==> config.mk <==
export PLATFORM = sky130hd
export DESIGN_NAME = dec_sb
export DESIGN_NICKNAME = d
export VERILOG_FILES = /design/src/rtl/dec_sb_pkg.sv /design/src/rtl/dec_sb_match.sv /design/src/rtl/dec_sb.sv
export SDC_FILE = /design/constraint.sdc
export NUM_CORES = 1
export LEC_CHECK = 0
export ABC_AREA = 1
export BUFFER_PORTS_ARGS = -buffer_cell sky130_fd_sc_hd__buf_2
export CORE_MARGIN = 10
export CORE_UTILIZATION = 63
export CTS_CLUSTER_DIAMETER = 60
export DETAILED_ROUTE_END_ITERATION = 10
export PLACE_DENSITY_LB_ADDON = 0.3
export SLEW_MARGIN = 20
export SYNTH_ARGS = -nofsm -noshare
export SYNTH_HDL_FRONTEND = slang
export SYNTH_HIERARCHICAL = 1
export SYNTH_SLANG_ARGS = --single-unit
==> constraint.sdc <==
create_clock -name i_clk -period 12.25 [get_ports i_clk]
set_clock_uncertainty 0.1 [all_clocks]
set_input_delay 1.225 -clock i_clk [delete_from_list [all_inputs] [get_ports i_clk]]
set_output_delay 1.225 -clock i_clk [all_outputs]
set_load 0.02 [all_outputs]
==> src/rtl/dec_sb_pkg.sv <==
// dec_sb_pkg: shared types and constants for the decode-stage scoreboard.
//   stage_t    - one tracked pipeline entry {vld, wen, rd, is_load}
//   SEL_RF     - forwarding select value meaning "use the register file"
//   NOP_ENTRY  - invalid bubble entry shifted into stage 0 when nothing issues
//   RD_W_MAX   - storage width of the rd field; ADDR_W must not exceed it
package dec_sb_pkg;

  localparam int RD_W_MAX = 8;
  localparam int SEL_RF   = 0;

  typedef struct packed {
    logic                vld;
    logic                wen;
    logic [RD_W_MAX-1:0] rd;
    logic                is_load;
  } stage_t;

  localparam stage_t NOP_ENTRY = '{vld: 1'b0, wen: 1'b0, rd: '0, is_load: 1'b0};

endpackage

==> src/rtl/dec_sb_match.sv <==
// dec_sb_match: compares one source operand against every tracked stage and
// reports the youngest (lowest index) stage that will write that register.
// Ports:
//   addr    in   operand register address
//   used    in   instruction actually reads this operand
//   stages  in   tracked stage entries, index 0 = youngest (EX)
//   hit     out  some stage matches
//   idx     out  index of the youngest matching stage (0 when no hit)
//   is_load out  youngest matching stage holds a load
module dec_sb_match
  import dec_sb_pkg::*;
#(
  parameter int ADDR_W = 5,
  parameter int DEPTH  = 3,
  parameter int IDX_W  = $clog2(DEPTH)
) (
  input  logic [ADDR_W-1:0]      addr,
  input  logic                   used,
  input  stage_t [DEPTH-1:0]     stages,
  output logic                   hit,
  output logic [IDX_W-1:0]       idx,
  output logic                   is_load
);

  logic [RD_W_MAX-1:0] addr_ext;

  assign addr_ext = RD_W_MAX'(addr);

  // Scan from the oldest stage to the youngest so that the last match
  // written is the youngest one; x0 never matches.
  always_comb begin
    hit     = 1'b0;
    idx     = '0;
    is_load = 1'b0;
    if (used && (addr != '0)) begin
      for (int k = DEPTH - 1; k >= 0; k--) begin
        if (stages[k].vld && stages[k].wen && (stages[k].rd == addr_ext)) begin
          hit     = 1'b1;
          idx     = IDX_W'(k);
          is_load = stages[k].is_load;
        end
      end
    end
  end

endmodule

==> src/rtl/dec_sb.sv <==
// dec_sb: decode-stage scoreboard and hazard unit. Tracks the last DEPTH
// issued instructions in a shift register, produces per-operand forwarding
// selects and the load-use / counter stall, and keeps a per-register count
// of writers still in flight.
// Optional feature macro: DEC_SB_LONGLAT_EN - when defined, a used operand
// whose register has an in-flight writer that is no longer in any tracked
// stage also stalls decode until its writeback arrives.
// Ports:
//   i_clk, i_rst                clock, asynchronous active-high reset
//   i_dec_vld                   decode holds a valid instruction
//   i_rs1_raddr, i_rs1_used     source 1 address / read enable
//   i_rs2_raddr, i_rs2_used     source 2 address / read enable
//   i_rd_waddr, i_rd_wen        destination address / write enable
//   i_is_load                   decode instruction is a load
//   i_flush                     decode instruction squashed
//   i_freeze                    all tracked stages hold
//   i_wb_wen, i_wb_waddr        register file write port
//   o_issue                     decode instruction enters stage 0
//   o_stall                     hold IF/ID, bubble into stage 0
//   o_fwd_sel1, o_fwd_sel2      0 = register file, k = result of stage k-1
//   o_busy_vec                  register has an in-flight writer
module dec_sb
  import dec_sb_pkg::*;
#(
  parameter int ADDR_W     = 5,
  parameter int DEPTH      = 3,
  parameter int LOAD_STAGE = 1,
  parameter int SEL_W      = $clog2(DEPTH + 1),
  parameter int CNT_W      = $clog2(DEPTH + 2)
) (
  input  logic                   i_clk,
  input  logic                   i_rst,
  input  logic                   i_dec_vld,
  input  logic [ADDR_W-1:0]      i_rs1_raddr,
  input  logic [ADDR_W-1:0]      i_rs2_raddr,
  input  logic                   i_rs1_used,
  input  logic                   i_rs2_used,
  input  logic [ADDR_W-1:0]      i_rd_waddr,
  input  logic                   i_rd_wen,
  input  logic                   i_is_load,
  input  logic                   i_flush,
  input  logic                   i_freeze,
  input  logic                   i_wb_wen,
  input  logic [ADDR_W-1:0]      i_wb_waddr,
  output logic                   o_issue,
  output logic                   o_stall,
  output logic [SEL_W-1:0]       o_fwd_sel1,
  output logic [SEL_W-1:0]       o_fwd_sel2,
  output logic [2**ADDR_W-1:0]   o_busy_vec
);

  localparam int               NUM_REGS = 2 ** ADDR_W;
  localparam int               IDX_W    = $clog2(DEPTH);
  localparam logic [IDX_W-1:0] LOAD_IDX = IDX_W'(LOAD_STAGE);
  localparam logic [CNT_W-1:0] CNT_MAX  = '1;

  stage_t [DEPTH-1:0]                stg;
  stage_t                            dec_entry;
  logic                              hit1, hit2, ld1, ld2;
  logic [IDX_W-1:0]                  idx1, idx2;
  logic                              load_use, sat_stall, long_stall, stall_raw;
  logic [NUM_REGS-1:0][CNT_W-1:0]    cnt;

  dec_sb_match #(.ADDR_W(ADDR_W), .DEPTH(DEPTH), .IDX_W(IDX_W)) u_match1 (
    .addr    (i_rs1_raddr),
    .used    (i_rs1_used),
    .stages  (stg),
    .hit     (hit1),
    .idx     (idx1),
    .is_load (ld1)
  );

  dec_sb_match #(.ADDR_W(ADDR_W), .DEPTH(DEPTH), .IDX_W(IDX_W)) u_match2 (
    .addr    (i_rs2_raddr),
    .used    (i_rs2_used),
    .stages  (stg),
    .hit     (hit2),
    .idx     (idx2),
    .is_load (ld2)
  );

  // A load only has data from LOAD_STAGE onwards; a younger matching load
  // cannot be forwarded yet.
  assign load_use = (hit1 && ld1 && (idx1 < LOAD_IDX)) ||
                    (hit2 && ld2 && (idx2 < LOAD_IDX));

  // Issuing another writer to a saturated counter would wrap it.
  assign sat_stall = i_rd_wen && (i_rd_waddr != '0) && (cnt[i_rd_waddr] == CNT_MAX);

`ifdef DEC_SB_LONGLAT_EN
  logic pend1, pend2;

  // A writer is still outstanding unless this cycle's writeback retires the
  // last one, which lets the stall drop in the same cycle as the write.
  always_comb begin
    pend1 = (cnt[i_rs1_raddr] != '0) &&
            !((cnt[i_rs1_raddr] == CNT_W'(1)) && i_wb_wen && (i_wb_waddr == i_rs1_raddr));
    pend2 = (cnt[i_rs2_raddr] != '0) &&
            !((cnt[i_rs2_raddr] == CNT_W'(1)) && i_wb_wen && (i_wb_waddr == i_rs2_raddr));
    long_stall = (i_rs1_used && (i_rs1_raddr != '0) && !hit1 && pend1) ||
                 (i_rs2_used && (i_rs2_raddr != '0) && !hit2 && pend2);
  end
`else
  assign long_stall = 1'b0;
`endif

  assign stall_raw = load_use || sat_stall || long_stall;
  assign o_stall   = i_dec_vld && !i_rst && stall_raw;
  assign o_issue   = i_dec_vld && !i_rst && !stall_raw && !i_flush && !i_freeze;

  assign o_fwd_sel1 = (hit1 && !i_rst) ? (SEL_W'(idx1) + SEL_W'(1)) : SEL_W'(SEL_RF);
  assign o_fwd_sel2 = (hit2 && !i_rst) ? (SEL_W'(idx2) + SEL_W'(1)) : SEL_W'(SEL_RF);

  always_comb begin
    dec_entry         = NOP_ENTRY;
    dec_entry.vld     = 1'b1;
    dec_entry.wen     = i_rd_wen;
    dec_entry.rd      = RD_W_MAX'(i_rd_waddr);
    dec_entry.is_load = i_is_load;
  end

  // Stage shift register; a freeze holds every stage, otherwise a bubble
  // enters stage 0 whenever nothing issues (stall, flush or idle decode).
  always_ff @(posedge i_clk or posedge i_rst) begin
    if (i_rst) begin
      for (int k = 0; k < DEPTH; k++) stg[k] <= NOP_ENTRY;
    end else if (!i_freeze) begin
      stg[0] <= o_issue ? dec_entry : NOP_ENTRY;
      for (int k = 1; k < DEPTH; k++) stg[k] <= stg[k-1];
    end
  end

  assign cnt[0]        = '0;
  assign o_busy_vec[0] = 1'b0;

  // Per-register in-flight writer counters; x0 has none.
  for (genvar r = 1; r < NUM_REGS; r++) begin : g_cnt
    logic             inc, dec;
    logic [CNT_W-1:0] c;

    assign inc = o_issue && i_rd_wen && (i_rd_waddr == ADDR_W'(r));
    assign dec = i_wb_wen && (i_wb_waddr == ADDR_W'(r));

    always_ff @(posedge i_clk or posedge i_rst) begin
      if (i_rst) begin
        c <= '0;
      end else if (inc && !dec) begin
        c <= c + CNT_W'(1);
      end else if (dec && !inc) begin
        c <= c - CNT_W'(1);
      end
    end

    assign cnt[r]        = c;
    assign o_busy_vec[r] = (c != '0);
  end

  // A writeback with no recorded writer means the pipeline lost track.
  a_no_underflow: assert property (@(posedge i_clk) disable iff (i_rst)
    !(i_wb_wen && (i_wb_waddr != '0) && (cnt[i_wb_waddr] == '0)));

endmodule

==> key figures, run 1 <==
Outcome
  – Status: finished, final reports clean

Layout
  – Area growth from synthesis to layout: 12.74%
  – Layout cell share with drive strength beyond 1: 12.10%
  – Antenna Cells: 0
  – Final nets: 1378

CTS
  – Clk sink count: 117
  – Clk buf depth: 2
  – Root Driver: clkbuf_16
  – H-tree level count: 4
  – TritonCTS clock tree: built
  – Worst skew pair latency: 430 ps
  – CTS Buf Count: 17
  – CTS resizes: 0
  – Hold-fix buffers at CTS: 0
  – Setup Buffers After CTS: 0
  – Worst-path clk slew: approximately 50 ps

Route
  – Vias: 7795
  – 1st-iter DRT viols: 715
  – ANT nets after route: 0
  – Remaining DRCs: 0
  – Drt total wl: 21980 um
  – Via density: 5.292
  – DRT Pass-1 Iters: 6
  – Wire per inst: 14.92 um

Logic synthesis
  – Post-synthesis cell area: 0.008731 mm2
  – Yosys reg bits: 117
  – Ranking of synthesized cells by area: dfrtp_1 (34%), nand2_1 (18%), fa_1 (7.1%)
  – Post-synth EDFFs: 0
  – Largest area contributor in the netlist: dfrtp_1
  – Seq/Total Area, Yosys: 33.53%
  – Main synth FF type: dfrtp_1
  – Yosys top cell area share: 33.53%
  – Post-Syn Instances: between 1000 and 1500
  – YS warnings: 6
  – Unique masters post-synth: 31
  – Post-synth ARST share: 100.0%
  – Mean Syn Cell Area: 7.270 um2

Critical path
  – Crit path buf inv count: 6
  – Crit Path Max Fanout: 59
  – Reg2Reg Setup Slack: between 8000 and 9000 ps
  – Nature of the critical path startpoint: input pin
  – Cell mode on critical path: nand2_1
  – Critical-path cell list: buf_2, buf_4, inv_2, nand2_1, nand2_1, nand2_1, nand2_1, nand2_1, nand2_1, inv_1, nand2_1, nand3_1, nand2_2, nand2_4, nand3_1, inv_1, buf_2
  – CP required: 10930 ps
  – Family with the most delay on the worst path: buffers and inverters
  – Critical Path AT: approximately 3700 ps
  – WS Path Type: input pin to output port
  – Reg2reg end: g_cnt[28].c[2]
  – Worst reg2reg path depth: 21
  – Worst setup EP type: output port
  – Crit. Startpoint: i_rd_waddr[0]
  – Slowest stage delay, CP: 500 ps
  – CP max-delay cell: buf_4
  – Critical R2R Launch: stg[12]

Power
  – Power density cells: 184.8 mW/mm2
  – Leakage: 4.692 nW
  – Max IR drop VDD: between 0.00015 and 0.0002 V

Floorplanning
  – Die Ht: 137.7 um
  – IO Count: 68
  – Core ar.: about 0.013 mm2
  – Die Footprint: 0.01897 mm2
  – Initial Utilization: 65.15%
  – Rows: 42
  – Die width: 137.7 um

GRT
  – First-pass GRT wire length: approximately 37000 um
  – Initial antenna violation count: 0
  – GRT overflow: 0
  – Largest net degree at the start of global routing: 70
  – Vias in the first global route: 7694
  – GRT Total Usage: around 24%

STA
  – Slew @ Worst Pin: approximately 880 ps
  – Final setup vio count: 0
  – RSZ-0062 raised after global routing: no
  – Final hold vios: 0
  – Final worst path period need: 5015 ps
  – Fin crit share: between 40% and 50%
  – PnR worst setup slack: 7235 ps
  – Worst-case headroom to the max-slew limit: 41.35%
  – Final slew viol count: 0
  – TNS Setup: 0 ps
  – Fmax: 199.4 MHz

Placed design
  – # port buffers: 66
  – Placer Congestion: 0.9143
  – Place WS: about 7100 ps
  – HPWL Detailed: ~16000 um

Hold path
  – Hold path endpoint: stg[24]
  – Hold wc startpoint: stg[24]
  – Hold Crit Depth: 2
  – HP Class: flop to flop

Flow run
  – MaxCap Viol Count: 0
-- placed cells by master (no fill, tap or decap), types with 2 or more instances in the layout --
master,instances
a21oi_1,46
buf_2,66
buf_4,2
bufinv_16,4
clkbuf_16,17
clkbuf_8,2
clkinv_1,4
clkinv_2,2
clkinv_4,2
clkinvlp_4,4
conb_1,23
dfrtp_1,117
fa_1,31
ha_1,33
inv_1,140
inv_2,10
mux2_2,24
nand2_1,424
nand2_2,5
nand3_1,40
nand4_1,11
nand4_4,2
nor2_1,141
nor2_2,5
nor2_4,9
nor3_1,6
nor3b_1,2
nor4_1,2
o21ai_0,48
o21ai_1,7
xnor2_1,33
xor2_1,31
-- cells in the mapped netlist, types with 4 or more instances --
| cell | n |
|---|---|
| clkbuf_1 | 9 |
| a21oi_1 | 46 |
| nor3_1 | 6 |
| fa_1 | 31 |
| mux2_2 | 24 |
| o21ai_1 | 7 |
| nor2_1 | 141 |
| buf_6 | 5 |
| nand3_1 | 40 |
| xnor2_1 | 33 |
| dfrtp_1 | 117 |
| nor2_2 | 5 |
| nand4_1 | 11 |
| clkinv_1 | 4 |
| nand2_2 | 5 |
| xor2_1 | 31 |
| buf_4 | 5 |
| o21ai_0 | 48 |
| ha_1 | 33 |
| inv_2 | 10 |
| inv_1 | 141 |
| buf_2 | 6 |
| nor2_4 | 9 |
| nand2_1 | 424 |
-- through the flow --
step                util [%]  total power, mW  hold WS (ps)  cells  instance area [um2]
floorplan                  -            1.105         370.7   1223                 8813
global placement       68.72            1.245         396.5   1441                 9209
detailed placement     68.72            1.280         400.7   1441                 9209
CTS                    73.45            1.822         413.5   1473                 9843
global route           73.45            1.957         455.1   1473                 9843
finish                 73.45            1.819         415.6   1473                 9843
-- cells by family after synthesis --
logic type	synth area share [%]
AO/OA/AOI/OAI	5.790
buffers and inverters	8.641
multiplexers	3.095
AND/OR/NAND/NOR	30.64
other	0.04295
XOR/XNOR	6.420
adder cells (fa/ha/maj)	11.84
flip-flops	33.53
-- layer usage --
layer / vias to the layer above / share of wire, % / track usage [%]
met5: - / 0 / 0
met4: 0 / 2.6 / 9.096
met2: 292 / 47 / 39.94
met3: 49 / 6.5 / 5.062
li1: 3842 / - / -
met1: 3612 / 44 / 30.74
-- cell type report --
type,instances,area [um2]
inverters,155,584.3
clock inverters,12,177.7
fillers,1069,3557
clock buffers,20,456.7
multi-input cells,925,5131
well taps,176,220.2
flip-flops and latches,117,2928
repair buffers,68,345.3
-- flip-flops by register name (all words and copies together), names as in the netlist --
signal,count
g_cnt.c,93
stg,24
-- worst register-to-register path, cell delays in order, from the launching register on --
cell and delay (ps):
dfrtp_1 510, inv_1 70, nand2_1 90, nand2_1 60
nor2_1 100, nand2_1 70, nor2_2 130, inv_1 70
nor2_1 140, inv_1 60, ha_1 200, nand3_1 130
nand2_1 80, clkinv_1 210, nand4_4 460, nor2_1 350
ha_1 190, inv_1 70, fa_1 410, a21oi_1 170
o21ai_0 130, xor2_1 160
-- power by group --
part	total (mW)	switching (mW)	internal, mW
registers	0.703	0.170	0.533
clock network	0.534	0.184	0.350
logic	0.582	0.335	0.247
-- worst max-delay path by stage --
stage | endpoint | slack, ps | cells past startpoint
3_3_place_gp | g_cnt[29].c[2] | 7130 | 22
6_report | o_issue | 7230 | 17
4_1_cts | o_issue | 7310 | 16
2_1_floorplan | o_issue | 6010 | 5
3_5_place_dp | g_cnt[28].c[2] | 7060 | 22
5_1_grt | o_issue | 6960 | 16
No activity file was read; power rests on OpenSTA's default activity.
==> run 2: changes to the inputs <==
--- a/config.mk
+++ b/config.mk
@@ -8,7 +8,7 @@
 export ABC_AREA = 1
 export BUFFER_PORTS_ARGS = -buffer_cell sky130_fd_sc_hd__buf_2
 export CORE_MARGIN = 10
-export CORE_UTILIZATION = 63
+export CORE_UTILIZATION = 56
 export CTS_CLUSTER_DIAMETER = 60
 export DETAILED_ROUTE_END_ITERATION = 10
 export PLACE_DENSITY_LB_ADDON = 0.3
==> constraint.sdc (replaced) <==
create_clock -name i_clk -period 4.25 [get_ports i_clk]
set_clock_uncertainty 0.1 [all_clocks]
set_input_delay 0.425 -clock i_clk [delete_from_list [all_inputs] [get_ports i_clk]]
set_output_delay 0.425 -clock i_clk [all_outputs]
set_load 0.02 [all_outputs]
==> run 2 against run 1 <==
Combinational power rose to 2.9 times the previous value; hold slack got worse by 220 ps; cell count increased by 2.7%; register-to-register slack got worse by 7800 ps; largest cell class unchanged; largest power group unchanged.
==> key figures, run 2 (same netlist as run 1, synthesis figures left out) <==
Power
  – Net switching power: 1.960 mW (+180%)
  – Power density cells: 515.9 mW/mm2 (+180%)
  – Switching Share: 38.46% (+0.60 points)
  – Max IR drop VDD: 0.0004077 V (+140%)
  – Leakage: 4.705 nW (+0.28%)
  – Clock power frac: 27.3% (-2.0 points)
  – Internal: 3.137 mW (+180%)
  – Seq pwr share: 39.7% (+1.0 points)
  – Combinational Power Share: 33.0% (+1.0 points)

Route
  – Remaining DRCs: 0 (unchanged)
  – ANT nets after route: 0 (unchanged)
  – Wire per inst: 14.65 um (-1.8%)
  – 1st-iter DRT viols: 568 (-21%)
  – Drt total wl: 22160 um (+0.83%)
  – Via density: 5.104 (-3.5%)
  – DRT Pass-1 Iters: 6 (unchanged)
  – Vias: 7723 (-0.92%)

Layout
  – Reg with most FFs: g_cnt.c
  – Commonest non-fill, non-tap cell in the layout: nand2_1
  – Most frequent cells in the layout: nand2_1 (424), nor2_1 (141), inv_1 (140)
  – Registers with the most flip-flops: g_cnt.c (93), stg (24)
  – Antenna Cells: 0 (unchanged)
  – Area growth from synthesis to layout: 13.14%
  – Fin util: 64.74% (-8.7 points)
  – Final nets: 1384 (+0.44%)
  – Layout cell share with drive strength beyond 1: 12.37% (+0.26 points)
  – Finished Cell Area: 0.009878 mm2 (+0.36%)
  – Largest register FFs: 93 (unchanged)

GRT
  – Initial antenna violation count: 0 (unchanged)
  – First-pass GRT wire length: 36180 um (-1.2%)
  – Vias in the first global route: 7391 (-3.9%)
  – GRT overflow: 0 (unchanged)
  – Largest net degree at the start of global routing: 68 (-2.9%)
  – GRT Total Usage: 21.91% (-2.3 points)

STA
  – RSZ-0062 raised after global routing: no
  – Final worst path period need: 3832 ps
  – Fmax: between 200 and 300 MHz
  – Final slew viol count: 0 (unchanged)
  – Fin crit share: between 90 and 100%
  – TNS Setup: 0 ps (unchanged)
  – Final hold vios: 0 (unchanged)
  – Slew @ Worst Pin: 859.5 ps (-20.33 ps)
  – Worst-case headroom to the max-slew limit: 42.70% (+1.4 points)
  – Final hold slack: 198.8 ps (-216.8 ps)
  – Final setup vio count: 0 (unchanged)

CTS
  – Root Driver: clkbuf_16
  – Clk sink count: 117 (unchanged)
  – Setup Buffers After CTS: 0 (unchanged)
  – H-tree level count: 4 (unchanged)
  – Worst skew pair latency: 420 ps (about the same)
  – Worst-path clk slew: 50 ps (about the same)
  – TritonCTS clock tree: built
  – Clk buf depth: 2 (unchanged)
  – CTS Buf Count: 17 (unchanged)
  – Hold-fix buffers at CTS: 0 (unchanged)
  – CTS resizes: 0 (unchanged)

Placed design
  – HPWL Detailed: 16520 um (+2.5%)
  – # port buffers: 66 (unchanged)
  – Placer Congestion: 0.9780 (+7.0%)
  – Placed Area: 0.009311 mm2 (+1.1%)

Critical path
  – Slowest stage delay, CP: 520 ps (+20 ps)
  – Crit Path Max Fanout: 16 (-73%)
  – Critical-path cell list: inv_1, nand2_1, nand2_1, nor2_1, nand2_1, nor2_2, inv_1, nor2_1, inv_1, ha_1, nand3_1, nand2_1, clkinv_1, nand4_4, nor2_1, ha_1, inv_1, fa_1, a21oi_1, o21ai_0, xor2_1
  – WS Path Type: flop to flop
  – Nature of the critical path startpoint: flop
  – Worst setup EP type: flop
  – Crit path buf inv count: 5 (-1)
  – CP max-delay cell: dfrtp_1
  – Critical Path AT: 4020 ps (+330 ps)
  – CP required: 4440 ps (-6490 ps)
  – Family with the most delay on the worst path: simple AND/OR/NAND/NOR gates

Floorplanning
  – Initial Utilization: 57.22% (-7.9 points)
  – Core ar.: 0.01526 mm2 (+14%)
  – Die Footprint: 0.02099 mm2 (+11%)
  – Rows: 45 (+7.1%)
  – Die width: 144.9 um (+5.2%)
  – Die Ht: 144.9 um (+5.2%)
  – IO Count: 68 (unchanged)

Hold path
  – HP Class: input pin to asynchronous set/reset pin

Outcome
  – Status: finished, final reports clean

Flow run
  – MaxCap Viol Count: 0 (unchanged)
run 2: changes by cell type in the layout (fill, tap and decap cells not counted):
cell	delta
buf_12	+1
inv_4	-1
clkinvlp_4	-2
clkbuf_1	+1
buf_4	+5
bufinv_16	-2
clkinv_2	+4
clkinv_4	-1
run 2: path summary, 6_finish.rpt:
| path | from | end | slack (ps) | depth (start not counted) |
|---|---|---|---|---|
| hold / removal | i_rst | stg[23] | 200 | 3 |
| setup / recovery | stg[12] | g_cnt[20].c[2] | 420 | 21 |
| min in group i_clk | i_is_load | stg[0] | 210 | 3 |
| max in group asynchronous | i_rst | g_cnt[19].c[1] | 2480 | 4 |
| hold reg to reg | stg[20] | stg[31] | 430 | 2 |
| setup reg to reg | stg[12] | g_cnt[20].c[2] | 420 | 21 |
run 2: stage by stage:
step	std cells	worst slack, ps	power, mW
final	1513	418.2	5.097
after global routing	1513	122.4	5.506
after CTS	1513	509.0	5.120
after detailed placement	1482	428.8	3.692
after global placement	1482	476.6	3.627
after floorplan	1223	149.7	3.184
run 2: power groups by stage:
stage / combinational (mW) / sequential, mW / clock, mW
final: 1.68 / 2.03 / 1.39
after global routing: 1.94 / 2.11 / 1.46
after floorplan: 1.26 / 1.92 / 0
after CTS: 1.69 / 2.03 / 1.40
after detailed placement: 1.65 / 2.04 / 0
after global placement: 1.60 / 2.02 / 0
run 2: worst min-delay path: cells and delay by family:
family	cells	cell delay, ps
buf+inv	3	790
run 2: area by class of cell:
type                    instances  area, um2
clock inverters                10      106.4
flip-flops and latches        117       2928
well taps                     211      264.0
inverters                     155      585.6
clock buffers                  21      460.4
repair buffers                 74      402.9
fillers                      1365       5380
multi-input cells             925       5131
run 2: metal layers:
metal | wire, um | vias to the layer above | track usage, %
met2 | 10550 | 225 | 35.72
met5 | 0 | - | 0
li1 | - | 3856 | -
met3 | 1323 | 35 | 5.215
met4 | 428 | 0 | 6.596
met1 | 9864 | 3607 | 28.29
==> run 3: changes to the inputs <==
--- a/config.mk
+++ b/config.mk
@@ -6,14 +6,14 @@
 export NUM_CORES = 1
 export LEC_CHECK = 0
 export ABC_AREA = 1
-export BUFFER_PORTS_ARGS = -buffer_cell sky130_fd_sc_hd__buf_2
+export BUFFER_PORTS_ARGS = -buffer_cell sky130_fd_sc_hd__buf_4
 export CORE_MARGIN = 10
-export CORE_UTILIZATION = 56
+export CORE_UTILIZATION = 55
 export CTS_CLUSTER_DIAMETER = 60
 export DETAILED_ROUTE_END_ITERATION = 10
+export GPL_TIMING_DRIVEN = 0
 export PLACE_DENSITY_LB_ADDON = 0.3
 export SLEW_MARGIN = 20
 export SYNTH_ARGS = -nofsm -noshare
 export SYNTH_HDL_FRONTEND = slang
-export SYNTH_HIERARCHICAL = 1
 export SYNTH_SLANG_ARGS = --single-unit
==> run 3 against run 2 <==
Total power up 2.8%; largest power group unchanged; via count fell by 1.8%; critical path type unchanged; clock-buffer cell count up 1; combinational power grew 3%; the run now ends with hold timing left.
==> key figures, run 3 <==
Outcome
  – Status: finished with violations
  – Failing checks: hold timing

Hold path
  – HP Class: input pin to asynchronous set/reset pin

GRT
  – GRT Total Usage: 22.55% (+0.64 points)
  – GRT overflow: 0 (unchanged)
  – Initial antenna violation count: 0 (unchanged)
  – First-pass GRT wire length: 36970 um (+2.2%)
  – Vias in the first global route: 7322 (-0.93%)
  – Largest net degree at the start of global routing: 61 (-10%)

Layout
  – Commonest non-fill, non-tap cell in the layout: nand2_1
  – Largest register FFs: 93 (unchanged)
  – Layout cell share with drive strength beyond 1: 12.19% (-0.18 points)
  – Antenna Cells: 0 (unchanged)
  – Final nets: 1313 (-5.1%)
  – Registers with the most flip-flops: g_cnt.c (93), stg (24)
  – Fin util: 64.70% (about the same)
  – Reg with most FFs: g_cnt.c
  – Most frequent cells in the layout: nand2_1 (368), nor2_1 (145), inv_1 (138)
  – Area growth from synthesis to layout: 16.00%

CTS
  – Clk sink count: 117 (unchanged)
  – TritonCTS clock tree: built
  – Root Driver: clkbuf_16
  – Worst-path clk slew: 60 ps (about the same)
  – Worst skew pair latency: 420 ps (about the same)
  – CTS Buf Count: 17 (unchanged)
  – CTS resizes: 0 (unchanged)
  – Hold-fix buffers at CTS: 0 (unchanged)
  – H-tree level count: 4 (unchanged)
  – Clk buf depth: 2 (unchanged)
  – Setup Buffers After CTS: 0 (unchanged)

Floorplanning
  – Die width: 143.9 um (-0.64%)
  – Rows: 45 (unchanged)
  – IO Count: 68 (unchanged)
  – Die Ht: 143.9 um (-0.64%)
  – Core ar.: 0.01515 mm2 (-0.74%)
  – Initial Utilization: 55.78% (-1.4 points)
  – Die Footprint: 0.02072 mm2 (-1.3%)

Critical path
  – Crit Path Max Fanout: 10 (-6)
  – Critical R2R Launch: stg[16]
  – Reg2Reg Setup Slack: 570 ps (+160 ps)
  – Critical Path AT: 3870 ps (-150 ps)
  – Cell mode on critical path: nand2_1
  – Nature of the critical path startpoint: flop
  – Worst setup EP type: flop
  – Slowest stage delay, CP: 400 ps (-120 ps)
  – Worst reg2reg path depth: 23 (+9.5%)
  – Reg2reg end: g_cnt[31].c[2]
  – WS Path Type: flop to flop
  – Crit. Startpoint: stg[16]
  – Critical-path cell list: inv_1, nand2_1, nand2_1, nor2_1, nand3_1, inv_1, nor2_1, nand2_1, ha_1, o21ai_0, nor2_1, nand2_1, nand2_1, inv_2, nand4_4, buf_6, nor2_2, ha_1, inv_1, fa_1, a21oi_1, o21ai_0, xor2_1
  – CP required: 4440 ps (about the same)
  – CP max-delay cell: fa_1

Logic synthesis
  – Mean Syn Cell Area: 7.430 um2 (+2.2%)
  – Post-synth EDFFs: 0 (unchanged)
  – Yosys reg bits: 117 (unchanged)
  – Post-synth ARST share: 100.0% (unchanged)
  – Largest area contributor in the netlist: dfrtp_1
  – YS warnings: 0 (-6)
  – Post-Syn Nets: 1231
  – Post-synth top cells: nand2_1 (368), nor2_1 (145), inv_1 (139)
  – Post-Syn Instances: 1137 (-5.3%)
  – Yosys top cell area share: 34.66% (+1.1 points)
  – Main synth FF type: dfrtp_1
  – Ranking of synthesized cells by area: dfrtp_1 (35%), nand2_1 (16%), fa_1 (7.3%)
  – Unique masters post-synth: 34 (+9.7%)
  – Count leader, synth: nand2_1
  – Post-synthesis cell area: 0.008448 mm2 (-3.2%)
  – Seq/Total Area, Yosys: 34.66% (+1.1 points)

Power
  – Power density cells: 534.8 mW/mm2 (+3.7%)
  – Max IR drop VDD: 0.0003328 V (-18%)
  – Leakage: 4.713 nW (+0.17%)
  – Final Total Pwr: 5.241 mW (+2.8%)

STA
  – Final worst path period need: 3677 ps (-155.1 ps)
  – Final hold slack: -34.94 ps (-233.7 ps)
  – Worst-case headroom to the max-slew limit: 47.69% (+5.0 points)
  – Fin crit share: 86.51% (-3.6 points)
  – RSZ-0062 raised after global routing: no
  – Slew @ Worst Pin: 781.8 ps (-77.69 ps)
  – Fmax: 272.0 MHz (+4.2%)
  – Final setup vio count: 0 (unchanged)
  – Final slew viol count: 0 (unchanged)
  – Final hold vios: 6 (+6)

Route
  – 1st-iter DRT viols: 689 (+21%)
  – Vias: 7584 (-1.8%)
  – Wire per inst: 15.74 um (+7.4%)
  – Drt total wl: 22330 um (+0.75%)
  – DRT Pass-1 Iters: 7 (+1)
  – Via density: 5.345 (+4.7%)
  – Remaining DRCs: 0 (unchanged)
  – ANT nets after route: 0 (unchanged)

Flow run
  – MaxCap Viol Count: 0 (unchanged)

Placed design
  – # port buffers: 62 (-6.1%)
  – Placer Congestion: 0.9978 (+2.0%)
  – HPWL Detailed: 16760 um (+1.4%)
==> run 3: cell types whose count changed after synthesis, sizes merged, moves of 3 or more <==
cell   previous run  this run
nor3              7         2
nand2           430       370
o21ai            55        68
inv             151       141
nand3            40        43
nor2            155       149
==> run 3: kinds of logic (layout without fill, tap and decap cells) <==
group	after synthesis	in the layout	share of synthesized area (%)
AND/OR/NAND/NOR	579	579	27.75
multiplexers	23	23	3.066
other	1	1	0.04439
flip-flops	117	117	34.66
buffers and inverters	171	265	8.472
adder cells (fa/ha/maj)	64	64	12.23
AO/OA/AOI/OAI	116	116	6.931
XOR/XNOR	66	66	6.842
==> run 3: final cells by class <==
class	count	area, um2
buffer	28	178.9
clock buffer	22	484.2
clock inverter	9	125.1
fill	1298	5346
inverter	143	541.8
multi-input combinational	849	4813
sequential	117	2928
tap	188	235.2
timing repair buffer	63	493.0
==> run 3: worst max-delay path: cells and delay by family, from the launching register on <==
| family | cells | cell delay [ps] |
|---|---|---|
| xor gates and xnor gates | 1 | 170 |
| buffers and inverters | 5 | 710 |
| adders and majority gates | 3 | 740 |
| DFF | 1 | 380 |
| AOI/OAI and AO/OA | 3 | 420 |
| and+or+nand+nor | 11 | 1030 |
==> run 3: worst max-delay path by stage <==
stage	slack [ps]	to	depth (start not counted)
global placement	-1130	o_fwd_sel2[0]	5
detailed placement	370	g_cnt[26].c[2]	20
finish	570	g_cnt[31].c[2]	23
global route	250	g_cnt[26].c[2]	22
CTS	610	g_cnt[31].c[2]	23
floorplan	100	o_fwd_sel2[0]	3
==> run 3: where the power goes <==
part / switching [mW] / leakage [nW] / internal, mW
registers: 0.482 / 1.40 / 1.54
logic: 0.957 / 3.02 / 0.768
clock network: 0.521 / 0.298 / 0.976
total: 1.96 / 4.71 / 3.28
==> run 3: per-stage QoR <==
| stage | area, um2 | TNS, ps | hold WS, ps | worst slack [ps] | instances |
|---|---|---|---|---|---|
| 5_1_grt | 9799 | 0 | 35.79 | 251.5 | 1419 |
| 3_3_place_gp | 9149 | -115830 | 369.4 | -1128 | 1387 |
| 2_1_floorplan | 8448 | 0 | 352.9 | 104.7 | 1137 |
| 3_5_place_dp | 9181 | 0 | 375.8 | 365.4 | 1388 |
| 6_report | 9799 | 0 | -34.94 | 573.3 | 1419 |
| 4_1_cts | 9791 | 0 | 0.01588 | 607.9 | 1419 |
==> run 3: per-layer routing <==
layer / share of wire (%) / global-route usage, % / vias to the layer above
met3: 7.0 / 5.578 / 47
met5: 0 / 0 / -
met2: 46 / 34.68 / 277
met4: 2.6 / 7.953 / 0
met1: 44 / 30.18 / 3563
li1: - / - / 3697
